===== src/rtl/seq_detect_ctrl_if.sv =====
// -----------------------------------------------------------------------------
// seq_detect_ctrl_if
//
// Configuration channel of the serial pattern detector.
//
// Handshake: a configuration transfer happens on every rising clock edge where
// cfg_valid and cfg_ready are both high. The master holds cfg_pattern, cfg_len
// and cfg_overlap stable while cfg_valid is high. cfg_valid seen while
// cfg_ready is low is ignored (no transfer, no error). cfg_err is a one-cycle
// pulse, in the cycle after a transfer whose cfg_len was outside 1..MAXLEN.
//
// Signals:
//   cfg_valid    master -> slave  configuration request
//   cfg_ready    slave  -> master slave can accept a configuration
//   cfg_pattern  master -> slave  pattern, bit[cfg_len-1] is the first bit seen
//   cfg_len      master -> slave  pattern length, legal 1..MAXLEN
//   cfg_overlap  master -> slave  1 = overlapping matches allowed
//   cfg_err      slave  -> master illegal-length rejection pulse
// -----------------------------------------------------------------------------
interface seq_detect_ctrl_if #(
    parameter int MAXLEN = 8,
    parameter int LENW   = $clog2(MAXLEN + 1)
);
    logic              cfg_valid;
    logic              cfg_ready;
    logic [MAXLEN-1:0] cfg_pattern;
    logic [LENW-1:0]   cfg_len;
    logic              cfg_overlap;
    logic              cfg_err;

    modport master (
        output cfg_valid,
        output cfg_pattern,
        output cfg_len,
        output cfg_overlap,
        input  cfg_ready,
        input  cfg_err
    );

    modport slave (
        input  cfg_valid,
        input  cfg_pattern,
        input  cfg_len,
        input  cfg_overlap,
        output cfg_ready,
        output cfg_err
    );
endinterface


===== src/rtl/seq_detect_ctrl.sv =====
// -----------------------------------------------------------------------------
// seq_detect_ctrl
//
// Run-time programmable serial pattern detector. A host loads a pattern,
// its length and an overlap mode through the cfg interface, then arms the
// block. While armed, every w_valid cycle shifts w into a history register;
// when the newest cfg_len bits equal the pattern, z pulses one cycle later
// and a saturating match counter increments.
//
// Ports:
//   clk          rising-edge clock
//   reset        asynchronous active-low reset
//   cfg          configuration channel (slave side, see seq_detect_ctrl_if)
//   arm          start detection (honoured only in CONFIGURED)
//   disarm       stop detection (honoured only in ARMED, wins over w_valid/arm)
//   w, w_valid   serial data bit and its qualifier
//   z            registered one-cycle match pulse
//   match_count  matches since last arm, saturating at all ones
//   armed        high while in ARMED
//   dbg_state    current FSM state encoding (IDLE=0, CONFIGURED=1, ARMED=2)
// -----------------------------------------------------------------------------
module seq_detect_ctrl #(
    parameter int MAXLEN = 8,
    parameter int CNTW   = 8,
    parameter int LENW   = $clog2(MAXLEN + 1)
) (
    input  logic                  clk,
    input  logic                  reset,
    seq_detect_ctrl_if.slave      cfg,
    input  logic                  arm,
    input  logic                  disarm,
    input  logic                  w,
    input  logic                  w_valid,
    output logic                  z,
    output logic [CNTW-1:0]       match_count,
    output logic                  armed,
    output logic [1:0]            dbg_state
);

    typedef enum logic [1:0] {
        S_IDLE       = 2'd0,
        S_CONFIGURED = 2'd1,
        S_ARMED      = 2'd2
    } state_e;

    localparam logic [LENW-1:0] MAXLEN_L = LENW'(MAXLEN);

    // ------------------------------------------------------------------
    // State and datapath registers
    // ------------------------------------------------------------------
    state_e            state_q,   state_d;
    logic [MAXLEN-1:0] pattern_q, pattern_d;
    logic [LENW-1:0]   len_q,     len_d;
    logic              overlap_q, overlap_d;
    logic [MAXLEN-1:0] hist_q,    hist_d;
    logic [LENW-1:0]   fill_q,    fill_d;
    logic [CNTW-1:0]   count_q,   count_d;
    logic              z_q,       z_d;
    logic              err_q,     err_d;

    // ------------------------------------------------------------------
    // Helper combinational signals
    // ------------------------------------------------------------------
    logic              cfg_fire;
    logic              len_legal;
    logic [MAXLEN-1:0] hist_shift;
    logic [LENW-1:0]   fill_inc;
    logic [MAXLEN-1:0] len_mask;
    logic              hit;

    // Configuration is only accepted outside ARMED, so the pattern cannot
    // change underneath an active detection.
    assign cfg_fire  = cfg.cfg_valid && (state_q != S_ARMED);
    assign len_legal = (cfg.cfg_len != '0) && (cfg.cfg_len <= MAXLEN_L);

    // Newest sample enters at bit0; the oldest falls off the top.
    assign hist_shift = {hist_q[MAXLEN-2:0], w};
    assign fill_inc   = (fill_q == MAXLEN_L) ? fill_q : fill_q + LENW'(1);

    // Mask selecting the low len_q bits of the history. Built bitwise so a
    // full-length pattern (len_q == MAXLEN) needs no wider intermediate.
    always_comb begin
        len_mask = '0;
        for (int i = 0; i < MAXLEN; i++) begin
            len_mask[i] = (LENW'(i) < len_q);
        end
    end

    // Hit is judged on the post-shift history and post-increment fill, so
    // the sample arriving this cycle takes part in the comparison.
    assign hit = (fill_inc >= len_q) &&
                 (((hist_shift ^ pattern_q) & len_mask) == '0);

    // ------------------------------------------------------------------
    // Next-state / datapath logic
    // ------------------------------------------------------------------
    always_comb begin
        state_d   = state_q;
        pattern_d = pattern_q;
        len_d     = len_q;
        overlap_d = overlap_q;
        hist_d    = hist_q;
        fill_d    = fill_q;
        count_d   = count_q;
        z_d       = 1'b0;
        err_d     = 1'b0;

        unique case (state_q)
            S_IDLE: begin
                if (cfg_fire) begin
                    if (len_legal) begin
                        pattern_d = cfg.cfg_pattern;
                        len_d     = cfg.cfg_len;
                        overlap_d = cfg.cfg_overlap;
                        state_d   = S_CONFIGURED;
                    end else begin
                        err_d = 1'b1;
                    end
                end
            end

            S_CONFIGURED: begin
                if (cfg_fire) begin
                    if (len_legal) begin
                        pattern_d = cfg.cfg_pattern;
                        len_d     = cfg.cfg_len;
                        overlap_d = cfg.cfg_overlap;
                    end else begin
                        err_d = 1'b1;
                    end
                end
                // A config loaded on this same edge is what ARMED will use,
                // since detection only ever reads the latched registers.
                if (arm) begin
                    state_d = S_ARMED;
                    hist_d  = '0;
                    fill_d  = '0;
                    count_d = '0;
                end
            end

            S_ARMED: begin
                if (disarm) begin
                    // Sample in this cycle is dropped; counter is left for
                    // the host to read until the next arm.
                    state_d = S_CONFIGURED;
                end else if (w_valid) begin
                    hist_d = hist_shift;
                    fill_d = fill_inc;
                    if (hit) begin
                        z_d     = 1'b1;
                        count_d = (count_q == '1) ? count_q
                                                  : count_q + CNTW'(1);
                        // Non-overlap: demand a full fresh pattern next time.
                        if (!overlap_q) begin
                            fill_d = '0;
                        end
                    end
                end
            end

            default: begin
                state_d = S_IDLE;
            end
        endcase
    end

    // ------------------------------------------------------------------
    // Registers
    // ------------------------------------------------------------------
    always_ff @(posedge clk or negedge reset) begin
        if (!reset) begin
            state_q   <= S_IDLE;
            pattern_q <= '0;
            len_q     <= '0;
            overlap_q <= 1'b0;
            hist_q    <= '0;
            fill_q    <= '0;
            count_q   <= '0;
            z_q       <= 1'b0;
            err_q     <= 1'b0;
        end else begin
            state_q   <= state_d;
            pattern_q <= pattern_d;
            len_q     <= len_d;
            overlap_q <= overlap_d;
            hist_q    <= hist_d;
            fill_q    <= fill_d;
            count_q   <= count_d;
            z_q       <= z_d;
            err_q     <= err_d;
        end
    end

    // ------------------------------------------------------------------
    // Outputs
    // ------------------------------------------------------------------
    assign cfg.cfg_ready = (state_q != S_ARMED);
    assign cfg.cfg_err   = err_q;
    assign z             = z_q;
    assign match_count   = count_q;
    assign armed         = (state_q == S_ARMED);
    assign dbg_state     = state_q;

endmodule


===== src/flat_wrapper.sv =====
// flat-port wrapper written by rule: the top's interface ports become plain ports
module seq_detect_ctrl_flat 
#(
    parameter int MAXLEN = 8,
    parameter int CNTW   = 8,
    parameter int LENW   = $clog2(MAXLEN + 1)
)
  (clk, reset, arm, disarm, w, w_valid, z, match_count, armed, dbg_state, cfg_cfg_valid, cfg_cfg_pattern, cfg_cfg_len, cfg_cfg_overlap, cfg_cfg_ready, cfg_cfg_err);
  seq_detect_ctrl_if #(.MAXLEN(MAXLEN), .LENW(LENW)) cfg_i ();
  input  logic clk;
  input  logic reset;
  input  logic arm;
  input  logic disarm;
  input  logic w;
  input  logic w_valid;
  output logic z;
  output logic [CNTW-1:0] match_count;
  output logic armed;
  output logic [1:0] dbg_state;
  input wire logic [$bits(cfg_i.cfg_valid)-1:0] cfg_cfg_valid;
  input wire logic [$bits(cfg_i.cfg_pattern)-1:0] cfg_cfg_pattern;
  input wire logic [$bits(cfg_i.cfg_len)-1:0] cfg_cfg_len;
  input wire logic [$bits(cfg_i.cfg_overlap)-1:0] cfg_cfg_overlap;
  output wire logic [$bits(cfg_i.cfg_ready)-1:0] cfg_cfg_ready;
  output wire logic [$bits(cfg_i.cfg_err)-1:0] cfg_cfg_err;
  assign cfg_i.cfg_valid = cfg_cfg_valid;
  assign cfg_i.cfg_pattern = cfg_cfg_pattern;
  assign cfg_i.cfg_len = cfg_cfg_len;
  assign cfg_i.cfg_overlap = cfg_cfg_overlap;
  assign cfg_cfg_ready = cfg_i.cfg_ready;
  assign cfg_cfg_err = cfg_i.cfg_err;
  seq_detect_ctrl #(.MAXLEN(MAXLEN), .CNTW(CNTW), .LENW(LENW)) u_core (.clk(clk), .reset(reset), .cfg(cfg_i), .arm(arm), .disarm(disarm), .w(w), .w_valid(w_valid), .z(z), .match_count(match_count), .armed(armed), .dbg_state(dbg_state));
endmodule

===== config.mk =====
export PLATFORM = sky130hd
export DESIGN_NAME = seq_detect_ctrl_flat
export DESIGN_NICKNAME = d
export VERILOG_FILES = /design/src/rtl/seq_detect_ctrl_if.sv /design/src/rtl/seq_detect_ctrl.sv /design/src/flat_wrapper.sv
export SDC_FILE = /design/constraint.sdc
export NUM_CORES = 1
export LEC_CHECK = 0
export ABC_AREA = 1
export CAP_MARGIN = 20
export CORE_MARGIN = 2
export CORE_UTILIZATION = 46
export CTS_CLUSTER_DIAMETER = 100
export CTS_CLUSTER_SIZE = 16
export DETAILED_ROUTE_END_ITERATION = 8
export GPL_TIMING_DRIVEN = 0
export MAX_ROUTING_LAYER = met4
export PLACE_DENSITY = 0.71
export SYNTH_ARGS = -nofsm -noshare
export SYNTH_HDL_FRONTEND = slang
export SYNTH_SLANG_ARGS = --single-unit

===== constraint.sdc =====
create_clock -name clk -period 3.8 [get_ports clk]
set_clock_uncertainty 0.1 [all_clocks]
set_input_delay 0.76 -clock clk [delete_from_list [all_inputs] [get_ports clk]]
set_output_delay 0.76 -clock clk [all_outputs]
set_load 0.05 [all_outputs]

# Word-level counts from Yosys, hierarchy flattened
# Cells that the tools add are included.
dict set report op_classes {
  mux 28
  n_lt_le_gt_ge 10
  bitwise_logic 2
  add_sub_neg 2
  div_mod_pow 0
  n_mul 0
  reduce_logical 12
  shift 0
  eq_ne 13
}
# op n
set op_table {}
lappend op_table {{$mux W8} 5}
lappend op_table {{$mux W4} 6}
lappend op_table {{$lt A3 B4 Y1 const A} 4}
lappend op_table {{$pmux W8 S2} 1}
lappend op_table {{$mux W7} 2}
lappend op_table {{$pmux W7 S2} 1}
lappend op_table {{$ne A2 B2 Y1 const B} 6}
lappend op_table {{$add A8 B1 Y8 const B} 1}
lappend op_table {{$and A8 B8 Y8} 1}
lappend op_table {{$eq A8 B8 Y1 const B} 1}
lappend op_table {{$logic_not A8 Y1} 1}
lappend op_table {{$lt A1 B4 Y1 const A} 2}
lappend op_table {{$lt A2 B4 Y1 const A} 2}
lappend op_table {{$mux W2} 4}
lappend op_table {{$pmux W4 S2} 1}
lappend op_table {{$reduce_and A4 Y1} 2}
lappend op_table {{$xor A8 B8 Y8} 1}
lappend op_table {{$mux W1} 7}
lappend op_table {{$ne A2 B1 Y1 const B} 3}
lappend op_table {{$pmux W2 S3} 1}
lappend op_table {{$reduce_and A6 Y1} 1}
lappend op_table {{$add A4 B1 Y4 const B} 1}
lappend op_table {{$eq A4 B4 Y1 const B} 1}
lappend op_table {{$ge A4 B4 Y1} 1}
lappend op_table {{9 further kinds} 11}
dict set report totals {
  memories 0
  in_bits 20
  regBits 36
  latchBits 0
  elab_cells 76
  romBits 0
  output_inout_bits 14
  mem_bits_rw 0
}

# Depth between registers and ports, before layout
dict set report logic_depth {
  ltp_word 8
  depth_mapped 13
  ltp_nobuf 13
}

# Worst setup path after synthesis
# OpenSTA, ideal clock, no wires.
dict set report synth_path {
  path_type {reg2out}
  start {register u_core.state_q[0] (netlist: u_core.dbg_state[0])}
  end {output cfg_cfg_ready}
  path_stages_with_launch 4
  required_ns 2.940
  arrival_ns 1.485
  path_buffers 1
  slack_ns 1.455
  path_cell_list {dfrtp_1 inv_2 nand2_1 clkbuf_1}
}
dict set report synth_via {
  elab_chain_len 1
}
# element line
set synth_rtl {}
lappend synth_rtl {{start: declaration} seq_detect_ctrl.sv:51} ;# state_e state_q, state_d;
lappend synth_rtl {{start signal: assignment} seq_detect_ctrl.sv:183} ;# state_q <= state_d;
lappend synth_rtl {{$ne A2 B2 Y1} seq_detect_ctrl.sv:198} ;# assign cfg.cfg_ready = (state_q != S_ARMED);
lappend synth_rtl {{end: declaration} flat_wrapper.sv:24} ;# output wire logic [$bits(cfg_i.cfg_ready)-1:0] cfg_cfg_ready;
# No other way between the ends.

# Final worst setup path
# Same ends and word-level chain as after synthesis.

==> impl_metrics.ini <==
[status]
status = complete, no violations

[setup_path]
r2r_slack_ns = 1.54
endpoint_kind = primary output
critPathKind = reg -> out
start_kind = flip-flop
cp_max_fo = 10
arrival_ns = 2.14
critPathRequiredTime_ns = 2.94

[clocking]
cts_sinks = 36
clock_path_buffers = 2
clockRootBuffer = clkbuf_8
insertion_delay_ns = 0.29
cts_hold_buf = 0
cts.htree.levels = 2
cts_tree = yes
post_cts_buffers = 0
clk_pin_slew_ns = 0.07
ctsResizeCount = 0
numCtsBuffers = 5

[synthesis]
synth_seq_cells = 36
yosysTopAreaCell = dfrtp_1
syn-num-nets = 291
yosysSeqAreaShare = 0.4398
syn-cell-area_um2 = 2048
postSynthAreaPerCell_um2 = 7.758
synth_common_cells = nand2_1, dfrtp_1, inv_1
synth_area_leaders = dfrtp_1, nand2_1, nand3_1
ys_types = 31
synth_ff_type = dfrtp_1
syn_inst = 264
ys_warn_count = 0
synth_most_common_cell = nand2_1
ys_async_sr_fraction = 1.000
synth_edf_count = 0
synth_top_area_share = 0.4398

[timing]
rsz0062_at_grt = false
period_share = 0.7897
finalHoldViolCount = 0
relSlewSlack = 0.4574
layout_min_cycle_time_ns = 3.001
slew_viol_final = 0
hold_slack_ns = 0.4184
setup_viol = 0
setup_tns_ns = 0
tightest_slew_ns = 0.8139
fmax_mhz = 333.2

[routing]
firstDrtPassIters = 4
drtIter0Drc = 115
vias = 1798
drc = 0
wl_per_cell_um = 12.68
postRouteAntennaNets = 0
avgViaCountPerCell = 5.051
drt-total-wl_mm = 4.515

[worst_hold_path]
hp-class = reg -> reg

[layout]
area_delta_synth_final_pct = 22.85
nets = 331
post-route-cell-area_um2 = 2516
layout-drive-gt1-share = 0.08224
n_antenna_cell = 0

[power]
p_per_area_nw_per_um2 = 578.9
leakage_nw = 1.265
ir_worst_vdd_uv = 317.0

[place]
hpwlAfterDp_mm = 3.268
portBuffers = 33
placed_cell_area_um2 = 2439
gp_congestion = 0.8721

[floorplan]
pin_count = 34
die_x_um = 70.73
design.die.area_um2 = 5003
coreArea_um2 = 4324
rows = 24
initial_core_util = 0.4737
dieHeight_um = 70.73

[global_routing]
grt_first_pass_wirelength_mm = 7.741
grt_max_degree = 37
grt_pass1_vias = 1716
gr-usage-all-layers = 0.2033
antenna_found_initial = 0
overflow = 0

[run]
max_cap_violations = 0
## cell usage in the layout (no fill, tap or decap), drive strengths merged
master         synthesis  layout
buf                    2       3
nor3b                  1       1
o22ai                  6       6
nor2                  34      34
inv                   36      36
nor3                   1       1
nand4                  3       3
a21o                   1       1
clkbuf                 2       8
clkdlybuf4s50          0      32
or2                    1       1
xor2                   7       7
o221ai                 1       1
ha                     7       7
clkinv                 2       3
o21ai                 11      11
dfrtp                 36      36
o21bai                 3       3
nand2                 72      72
nand3                 29      29
a21oi                  9       9
## routing by layer
layer	up-vias	GRT usage	wire length, µm
li1	924	-	-
met3	9	0.04843	215
met1	826	0.2633	2161
met2	39	0.3115	2045
met5	-	-	0
met4	0	0.07547	93
## worst max-delay path: stages (launching register included)
cell	delay [ns]
dfrtp_1	0.45
inv_2	0.07
nand2_1	0.08
clkbuf_1	0.37
clkdlybuf4s50_1	0.89
## logic make-up after synthesis
kind of cell             count (synthesis)  share of synthesized area
AO/OA/AOI/OAI                           31                    0.08613
XOR/XNOR                                 7                    0.02993
adder cells (fa/ha/maj)                  7                    0.04276
buffers and inverters                   42                    0.08064
flip-flops                              36                     0.4398
AND/OR/NAND/NOR                        141                     0.3207
## registers in the layout, indices dropped and copies added (netlist names)
| signal | cells |
|---|---|
| u_core.hist_q | 7 |
| u_core.dbg_state | 2 |
| u_core.z | 1 |
| u_core.match_count | 8 |
| u_core.fill_q | 4 |
| u_core.pattern_q | 8 |
| u_core.len_q | 4 |
| u_core.overlap_q | 1 |
| u_core.cfg.cfg_err | 1 |
## layout make-up
type	count	area, µm²
Fill cell	439	1808
Multi-Input combinational cell	186	982.2
Sequential cell	36	900.9
Timing Repair Buffer	33	325.3
Inverter	38	147.6
Clock buffer	6	72.57
Tap cell	52	65.06
Buffer	4	17.52
Clock inverter	1	5.005
## report_power, final
part / total (W) / internal (W) / switching [W]
clock network: 0.000257 / 0.000125 / 0.000132
logic: 0.000639 / 0.000221 / 0.000418
registers: 0.000561 / 0.000476 / 0.0000853
total: 0.00146 / 0.000822 / 0.000635
## worst paths after layout
check / start / endpoint / depth (start not counted)
hold / removal: u_core.hist_q[6]$_DFFE_PN0P_ / u_core.hist_q[6]$_DFFE_PN0P_ / 2
max in group asynchronous: reset / u_core.fill_q[2]$_DFFE_PN0P_ / 1
hold reg to reg: u_core.hist_q[6]$_DFFE_PN0P_ / u_core.hist_q[6]$_DFFE_PN0P_ / 2
setup / recovery: u_core.dbg_state[0]$_DFFE_PN0P_ / cfg_cfg_ready / 4
setup reg to reg: u_core.fill_q[0]$_DFFE_PN0P_ / u_core.match_count[6]$_DFFE_PN0P_ / 12
min in group asynchronous: reset / u_core.cfg.cfg_err$_DFF_PN0_ / 1
## through the flow
step | instances | total power, W | worst slack, ns | util
after floorplan | 264 | 0.001022 | 1.455 | -
after global placement | 349 | 0.001192 | 0.9737 | 0.5651
after detailed placement | 349 | 0.001206 | 1.091 | 0.5639
after CTS | 356 | 0.001469 | 0.7961 | 0.5819
after global routing | 356 | 0.001568 | 0.6899 | 0.5819
final | 356 | 0.001457 | 0.7992 | 0.5819
Power figures use the tool's default switching activity.
